==> config.mk <==
export PLATFORM = sky130hd
export DESIGN_NAME = dmem_seq_ctrl
export DESIGN_NICKNAME = d
export VERILOG_FILES = /design/src/rtl/dmem_pkg.sv /design/src/rtl/dmem_seq_ctrl_load_extend.sv /design/src/rtl/dmem_seq_ctrl.sv
export SDC_FILE = /design/constraint.sdc
export NUM_CORES = 1
export LEC_CHECK = 0
export BUFFER_PORTS_ARGS = -buffer_cell sky130_fd_sc_hd__buf_2
export CAP_MARGIN = 15
export CORE_MARGIN = 3
export CORE_UTILIZATION = 58
export DETAILED_ROUTE_END_ITERATION = 16
export GPL_TIMING_DRIVEN = 0
export HOLD_SLACK_MARGIN = 0.06
export PLACE_DENSITY = 0.83
export RECOVER_POWER = 100
export SLEW_MARGIN = 20
export SYNTH_ARGS = -nofsm -noshare
export SYNTH_HDL_FRONTEND = slang
export SYNTH_SLANG_ARGS = --single-unit
==> constraint.sdc <==
create_clock -name clk -period 4.1 [get_ports clk]
set_input_delay 1.23 -clock clk [delete_from_list [all_inputs] [get_ports clk]]
set_output_delay 1.23 -clock clk [all_outputs]
set_load 0.005 [all_outputs]
==> src/rtl/dmem_pkg.sv <==
// dmem_pkg: shared definitions for the byte-serial data-memory sequencer.
//   - size codes as decoded by the memory stage (one-hot byte/half/word)
//   - FSM state encoding
//   - size_to_count(): number of byte transfers for a size code; any
//     unrecognised code is treated as a word.
package dmem_pkg;

    localparam logic [2:0] SIZE_B = 3'b001;
    localparam logic [2:0] SIZE_H = 3'b010;
    localparam logic [2:0] SIZE_W = 3'b100;

    typedef enum logic [1:0] {
        IDLE = 2'd0,
        XFER = 2'd1,
        DONE = 2'd2
    } state_t;

    function automatic logic [2:0] size_to_count(input logic [2:0] size);
        case (size)
            SIZE_B:  return 3'd1;
            SIZE_H:  return 3'd2;
            default: return 3'd4;
        endcase
    endfunction

endpackage

==> src/rtl/dmem_seq_ctrl_load_extend.sv <==
// load_extend: combinational sign/zero extension of an assembled load.
// Ports:
//   asm_data    in  32  little-endian assembled bytes (byte 0 in [7:0])
//   size        in  3   size code; anything other than byte/half = word
//   is_unsigned in  1   1 = zero-extend, 0 = sign-extend
//   rdata       out 32  extended result
module load_extend
    import dmem_pkg::*;
(
    input  logic [31:0] asm_data,
    input  logic [2:0]  size,
    input  logic        is_unsigned,
    output logic [31:0] rdata
);

    always_comb begin
        case (size)
            SIZE_B:  rdata = {{24{~is_unsigned & asm_data[7]}},  asm_data[7:0]};
            SIZE_H:  rdata = {{16{~is_unsigned & asm_data[15]}}, asm_data[15:0]};
            default: rdata = asm_data;
        endcase
    end

endmodule

==> src/rtl/dmem_seq_ctrl.sv <==
// dmem_seq_ctrl: sequences a memory-stage load/store onto a byte-wide
// data-memory port, one byte per mem_req/mem_ack handshake, little-endian.
// The pipeline is stalled until the access completes; loads return
// assembled, extended data with a one-cycle rdata_valid pulse.
//
// Ports:
//   clk, rst_n                    clock, async active-low reset
//   req_valid/write/size/unsigned request from the memory stage
//   req_addr, req_wdata           byte address, store data (low bytes used)
//   stall                         holds the pipeline while busy
//   rdata, rdata_valid            load result, completion pulse (ld & st)
//   mem_req/we/addr/wdata         byte transfer request to the memory
//   mem_rdata, mem_ack            byte read data, transfer complete
//   misalign_err                  misaligned-access error pulse
//
// Build option: DMEM_MISALIGN_TRAP_EN -- when defined, misaligned half/word
// accesses are trapped (no memory traffic, misalign_err pulses in DONE).
// When undefined they are performed byte-serially and misalign_err is 0.
module dmem_seq_ctrl
    import dmem_pkg::*;
#(
    parameter int ADDR_WIDTH = 32,
    parameter int DATA_WIDTH = 32
) (
    input  logic                  clk,
    input  logic                  rst_n,
    input  logic                  req_valid,
    input  logic                  req_write,
    input  logic [2:0]            req_size,
    input  logic                  req_unsigned,
    input  logic [ADDR_WIDTH-1:0] req_addr,
    input  logic [DATA_WIDTH-1:0] req_wdata,
    output logic                  stall,
    output logic [DATA_WIDTH-1:0] rdata,
    output logic                  rdata_valid,
    output logic                  mem_req,
    output logic                  mem_we,
    output logic [ADDR_WIDTH-1:0] mem_addr,
    output logic [7:0]            mem_wdata,
    input  logic [7:0]            mem_rdata,
    input  logic                  mem_ack,
    output logic                  misalign_err
);

    state_t                state_q, state_d;
    logic [1:0]            idx_q, idx_d;
    logic [1:0]            last_q, last_d;     // index of the final byte (n-1)
    logic                  write_q, write_d;
    logic [2:0]            size_q, size_d;
    logic                  uns_q, uns_d;
    logic [ADDR_WIDTH-1:0] base_q, base_d;
    logic [DATA_WIDTH-1:0] wdata_q, wdata_d;
    logic [DATA_WIDTH-1:0] asm_q, asm_d;
    logic                  mem_req_q, mem_req_d;
    logic                  mem_we_q, mem_we_d;
    logic [ADDR_WIDTH-1:0] mem_addr_q, mem_addr_d;
    logic [7:0]            mem_wdata_q, mem_wdata_d;
    logic [DATA_WIDTH-1:0] rdata_q, rdata_d;
    logic                  rdata_valid_q, rdata_valid_d;
    logic                  misalign_err_q, misalign_err_d;

    // Assembly with the byte arriving this cycle merged in, so the final
    // byte is included in the extended result registered on completion.
    logic [DATA_WIDTH-1:0] asm_nxt;
    logic [DATA_WIDTH-1:0] ext_data;

    always_comb begin
        asm_nxt = asm_q;
        asm_nxt[8*idx_q +: 8] = mem_rdata;
    end

    load_extend u_load_extend (
        .asm_data    (asm_nxt),
        .size        (size_q),
        .is_unsigned (uns_q),
        .rdata       (ext_data)
    );

    always_comb begin
        logic [2:0] cnt;
        logic       mis;
        state_d        = state_q;
        idx_d          = idx_q;
        last_d         = last_q;
        write_d        = write_q;
        size_d         = size_q;
        uns_d          = uns_q;
        base_d         = base_q;
        wdata_d        = wdata_q;
        asm_d          = asm_q;
        mem_req_d      = mem_req_q;
        mem_we_d       = mem_we_q;
        mem_addr_d     = mem_addr_q;
        mem_wdata_d    = mem_wdata_q;
        rdata_d        = rdata_q;
        rdata_valid_d  = 1'b0;
        misalign_err_d = 1'b0;
        cnt            = size_to_count(req_size);
`ifdef DMEM_MISALIGN_TRAP_EN
        mis = (cnt == 3'd2 && req_addr[0]) || (cnt == 3'd4 && req_addr[1:0] != 2'b00);
`else
        mis = 1'b0;
`endif
        case (state_q)
            IDLE: begin
                if (req_valid) begin
                    write_d = req_write;
                    size_d  = req_size;
                    uns_d   = req_unsigned;
                    base_d  = req_addr;
                    wdata_d = req_wdata;
                    last_d  = 2'(cnt - 3'd1);
                    idx_d   = 2'd0;
                    asm_d   = '0;
                    if (mis) begin
                        // Trapped: skip the memory entirely, rdata untouched.
                        state_d        = DONE;
                        rdata_valid_d  = 1'b1;
                        misalign_err_d = 1'b1;
                    end else begin
                        state_d     = XFER;
                        mem_req_d   = 1'b1;
                        mem_we_d    = req_write;
                        mem_addr_d  = req_addr;
                        mem_wdata_d = req_wdata[7:0];
                    end
                end
            end
            XFER: begin
                if (mem_ack) begin
                    if (!write_q) asm_d = asm_nxt;
                    if (idx_q == last_q) begin
                        state_d       = DONE;
                        mem_req_d     = 1'b0;
                        mem_we_d      = 1'b0;
                        rdata_valid_d = 1'b1;
                        if (!write_q) rdata_d = ext_data;
                    end else begin
                        idx_d       = idx_q + 2'd1;
                        mem_addr_d  = base_q + ADDR_WIDTH'(idx_d);
                        mem_wdata_d = wdata_q[8*idx_d +: 8];
                    end
                end
            end
            DONE:    state_d = IDLE;
            default: state_d = IDLE;
        endcase
    end

    always_ff @(posedge clk or negedge rst_n) begin
        if (!rst_n) begin
            state_q        <= IDLE;
            idx_q          <= '0;
            last_q         <= '0;
            write_q        <= 1'b0;
            size_q         <= '0;
            uns_q          <= 1'b0;
            base_q         <= '0;
            wdata_q        <= '0;
            asm_q          <= '0;
            mem_req_q      <= 1'b0;
            mem_we_q       <= 1'b0;
            mem_addr_q     <= '0;
            mem_wdata_q    <= '0;
            rdata_q        <= '0;
            rdata_valid_q  <= 1'b0;
            misalign_err_q <= 1'b0;
        end else begin
            state_q        <= state_d;
            idx_q          <= idx_d;
            last_q         <= last_d;
            write_q        <= write_d;
            size_q         <= size_d;
            uns_q          <= uns_d;
            base_q         <= base_d;
            wdata_q        <= wdata_d;
            asm_q          <= asm_d;
            mem_req_q      <= mem_req_d;
            mem_we_q       <= mem_we_d;
            mem_addr_q     <= mem_addr_d;
            mem_wdata_q    <= mem_wdata_d;
            rdata_q        <= rdata_d;
            rdata_valid_q  <= rdata_valid_d;
            misalign_err_q <= misalign_err_d;
        end
    end

    // Stall asserts in the accepting IDLE cycle; gated by rst_n so it drops
    // the moment reset is applied.
    assign stall        = rst_n & ((state_q == XFER) | ((state_q == IDLE) & req_valid));
    assign rdata        = rdata_q;
    assign rdata_valid  = rdata_valid_q;
    assign mem_req      = mem_req_q;
    assign mem_we       = mem_we_q;
    assign mem_addr     = mem_addr_q;
    assign mem_wdata    = mem_wdata_q;
    assign misalign_err = misalign_err_q;

endmodule

# Word level (Yosys, flattened, before mapping)
# Index checks and enable logic that the tools add are counted.
[classes]
n_reduce_logical = 8
eq_ne = 11
n_shift = 3
mux = 32
n_lt_le_gt_ge = 0
add_sub_neg = 4
div = 0
mul = 0
n_bitwise = 7
[op_table]
columns = ["cell", "count"]
rows = [
  ["$mux W32", 6],
  ["$pmux W32 S2", 3],
  ["$neg A5 Y34", 1],
  ["$shift A8 B34 Y32 const A", 1],
  ["$shiftx A8 B34 Y32", 1],
  ["$add A32 B2 Y32", 1],
  ["$bwmux W32", 1],
  ["$shiftx A32 B6 Y8", 1],
  ["$mux W8", 3],
  ["$pmux W8 S2", 1],
  ["$reduce_and A4 Y1", 4],
  ["$mux W2", 6],
  ["$pmux W2 S2", 3],
  ["$ne A2 B2 Y1 const B", 5],
  ["$mux W1", 7],
  ["$eq A3 B1 Y1 const B", 2],
  ["$eq A3 B2 Y1 const B", 2],
  ["$and A1 B1 Y1", 4],
  ["$pmux W1 S2", 2],
  ["$reduce_and A3 Y1", 1],
  ["$add A2 B1 Y2 const B", 1],
  ["$eq A2 B1 Y1 const B", 1],
  ["$eq A2 B2 Y1", 1],
  ["$logic_not A2 Y1", 1],
  ["5 further kinds", 6],
]
[word_totals]
latch_bits = 0
ramBits = 0
elab_cells = 80
register_bits = 182
romBits = 0
output_inout_bits = 77
memories = 0
in_bits = 81

# Depth between registers and ports, before layout
[depth]
word_depth = 6
ltp_mapped = 10
mapped_depth_nobuf = 8

# Cells and area by module
# From an unflattened synthesis, not the netlist that was laid out.
[hier_totals]
hier_cells = 920
area_unflattened_um2 = 8903.5
[modules_own_cells]
columns = ["mod", "seq_area_each_um2", "n_inst", "area_per_inst_um2", "cells_each"]
rows = [
  ["dmem_seq_ctrl", 4554.4, 1, 8524.4, 868],
  ["load_extend", 0.0, 1, 379.1, 52],
]

# Least setup slack after synthesis
# Ideal clock, no wire load.
[synth_timing]
kind = "input to output"
from = "in req_valid"
to = "out stall"
stages = 3
slack_ns = 1.148
path_buffers = 1
required_time_ns = 2.870
arrival_ns = 1.722
cell_sequence = "nand2_1 clkbuf_1 a21boi_0"
[synth_via]
elab_chain_len = 3
[synth_lines]
columns = ["element", "line_no", "source"]
rows = [
  ["start: declaration", "dmem_seq_ctrl.sv:27", "input logic req_valid,"],
  ["$and A1 B1 Y1", "dmem_seq_ctrl.sv:190", "assign stall = rst_n & ((state_q == XFER) | ((state_q == IDLE) & req_valid));"],
  ["$or A1 B1 Y1", "dmem_seq_ctrl.sv:190", ""],
  ["$and A1 B1 Y1", "dmem_seq_ctrl.sv:190", ""],
  ["end: declaration", "dmem_seq_ctrl.sv:33", "output logic stall,"],
]
# No other way between the ends.

# Worst setup path in the final report
[layout_timing]
from = "in rst_n"
to = "out stall"
[layout_via]
elab_chain_len = 1
[layout_lines]
columns = ["element", "line_no", "source"]
rows = [
  ["start: declaration", "dmem_seq_ctrl.sv:26", "input logic rst_n,"],
  ["$and A1 B1 Y1", "dmem_seq_ctrl.sv:190", ""],
]
# No other way between the ends.

==> reports/results.txt <==
Outcome - finished, final reports clean
Crit path DAT - 2.56 ns
Die area - 16,500 µm²
Final GP Congestion - 0.889
Max Fclk - 0.264 GHz
Top FF cell, synth - dfrtp_1
Detail Placement HPWL - 16.6 mm
Critical path endpoint category - primary output
Post-synth cell types - 59
Setup Buffers After CTS - 0
Period utilization - 92.4%
Post-Route WL - 23.9 mm
H-tree levels - 4
Post-synthesis cell count - 936
CP max-delay cell - buf_12
R2R Setup Slk - 0.46 ns
GR Util met1 - 40.3%
Synthesized area per cell - 9.30 µm²
IO Port Bufs - 156
Max Cap Viol - 0
Die W - 129 µm
Crit start category - input port
Clk root buf - clkbuf_16
Iter 0 DRT Violations - 668
GR Overflow Total - 0
Min-Delay Startpoint - asm_q[15]
Slew Limit Headroom - 25.8%
Worst-margin pin slew - 1.10 ns
Nets@finish - 1,202
Critical path class - input port to primary output
RSZ-0062 raised after global routing - false
Ys async rst share - 100%
CTS tree - yes
Synth Warn # - 0
Core Box Area - 14,600 µm²
Hold Path End - asm_q[15]
Via density - 5.88
Reg-to-Reg Start - idx_q[0]
Routed via count - 7,694
Fin. max-slew vios - 0
Critical path data required time - 2.87 ns
Worst hold path class - flop to flop
Final hold vios - 0
Pwr per Cell Area - 804 nW/µm²
Max VDD drop - 0.000384 V
Pleak - 4.86 nW
Reg2reg end - mem_addr[16]
Setup Skew - 0.00815 ns
Row count - 44
Initial antenna violation count - 0
Pin count of the biggest net entering global routing - 98
Antenna Nets Post-Route - 0
Final Util - 70.4%
Hold depth - 2
Per-cell routed wire length - 18.3 µm
Post-synth EDFFs - 0
Cell Area, Synth - 8710 µm²
Reg2reg path depth - 10
Crit path time final - 3.79 ns
Total CTS buffers - 17
Non-Filler Instances - 1,309
Clock buffer depth - 2
Cts-stage hold buffer count - 0
TritonRoute pass-1 iters - 7
Setup violations, final - 0
First-pass GRT wire length - 38.1 mm
Share of post-route cells with drive strength above 1 - 16.6%
DP Cell Count - 1,277
Die Y - 129 µm
Met2 GRT Util - 47.1%
P&R area growth vs syn - 17.9%
CTS Sinks - 182
CP Max Fanout - 97
Diodes inserted - 0
Sequential share of the synthesized area - 52.3%
# DRC - 0
Clk slew on worst S/H paths - 0.07 ns
Clock latency on the worst-skew pair - 0.44 ns
Worst path cell trace - buf_12, buf_16, a21boi_0, clkbuf_1
CP max stage delay - 0.39 ns
Mapped Nets - 1,026
Total GRT Usage - 29.3%
# IOs - 158
Met3 Use GR - 5.31%
Synth Register Bits - 182
GR peak layer - met2
Initial core utilization - 59.7%
Number of global-route vias before repair - 7,472
## where the power goes
part           switching, mW  internal, mW
clock network          0.701          1.05
logic                   2.10          1.29
registers              0.536          2.57
total                   3.34          4.92
## cells by family after synthesis
group,count (synthesis),share of synthesized area (%)
DFF,182,52.3
adders and majority gates,9,1.38
other,1,0.0431
AOI/OAI and AO/OA,192,14.2
xor gates and xnor gates,26,2.70
buffers and inverters,81,4.28
and+or+nand+nor,434,22.7
muxes,11,2.41
## flip-flops by register name (all words and copies together) (netlist names), 3 cells and up
name       flops
base_q        32
size_q         3
mem_wdata      8
wdata_q       32
asm_q         32
mem_addr      32
rdata         32
## synthesized netlist by cell type (8+ instances only)
library cell    n  area [µm²]
buf_2          16        80.1
xnor2_1         8        70.1
mux4_2          8         180
o211ai_1       14         105
nor2b_1        11        68.8
o21ai_0        50         250
a22oi_1        20         150
ha_1            8         100
dfrtp_1       182        4550
nor2_1         52         195
inv_1          18        67.6
nand3_1        11        55.1
nand2_1       293        1100
a31oi_1        29         181
o21a_1          8        60.1
nor3b_1         9        67.6
o21ai_1        19        95.1
clkbuf_1       32         120
and3_1          9        56.3
a22o_1         16         140
nand4_1        13        81.3
xor2_1         17         149
a21oi_1        16        80.1
## timing repair
action | 4_1_cts | 5_1_grt
endpoints found under the hold margin | 0 | 0
resized for setup | 0 | 1
endpoints found under the setup margin | 0 | 1
## final cells by class
cell class / instances / area, µm²
multi-input combinational: 673 / 3730
clock buffer: 20 / 457
buffer: 62 / 274
inverter: 19 / 71.3
clock inverter: 12 / 176
sequential: 182 / 4550
fill: 1147 / 4320
timing repair buffer: 157 / 781
tap: 184 / 230
## layout by cell type (no fill, tap or decap), types with 8 or more instances in the layout
cell type  instances
a22oi_1           20
nor3b_1            9
o211ai_1          14
xnor2_1            8
a21oi_1           16
o21a_1             8
nand4_1           13
nand3_1           11
nor2_1            52
clkbuf_16         17
clkbuf_1          80
buf_2            133
inv_1             18
and3_1             9
o21ai_0           62
ha_1               8
mux4_2             8
nor2b_1           11
a31oi_1           29
nand2_1          293
xor2_1            17
a22o_1            16
dfrtp_1          182
## worst max-delay path by stage
stage,slack (ns),endpoint,start,cells after the start
floorplan,1.15,stall,req_valid,3
global placement,-1.97,stall,rst_n,3
detailed placement,0.14,stall,rst_n,4
CTS,0.12,stall,rst_n,4
global route,0.12,stall,rst_n,4
finish,0.31,stall,rst_n,4
## metal layers
metal | part of all wire, % | vias to the layer above
li1 | - | 3535
met4 | 2.6 | 0
met1 | 41 | 3753
met2 | 49 | 355
met5 | 0 | -
met3 | 7.6 | 51
## worst max-delay path, delay by kind of cell
kind                   cells  cell delay, ns
buffers and inverters      3            0.93
AO/OA/AOI/OAI              1            0.31
## per-stage QoR
stage / setup WS [ns] / instance area (µm²) / hold WS, ns / total power [mW] / TNS, ns
floorplan: 1.15 / 8710 / 0.440 / 5.27 / 0
global placement: -1.97 / 9720 / 0.454 / 6.41 / -202.50
detailed placement: 0.142 / 9760 / 0.458 / 6.58 / 0
CTS: 0.124 / 10400 / 0.472 / 8.35 / 0
global route: 0.123 / 10300 / 0.492 / 8.78 / 0
finish: 0.312 / 10300 / 0.473 / 8.25 / 0
Note: power is estimated with default switching activity, not from simulation.
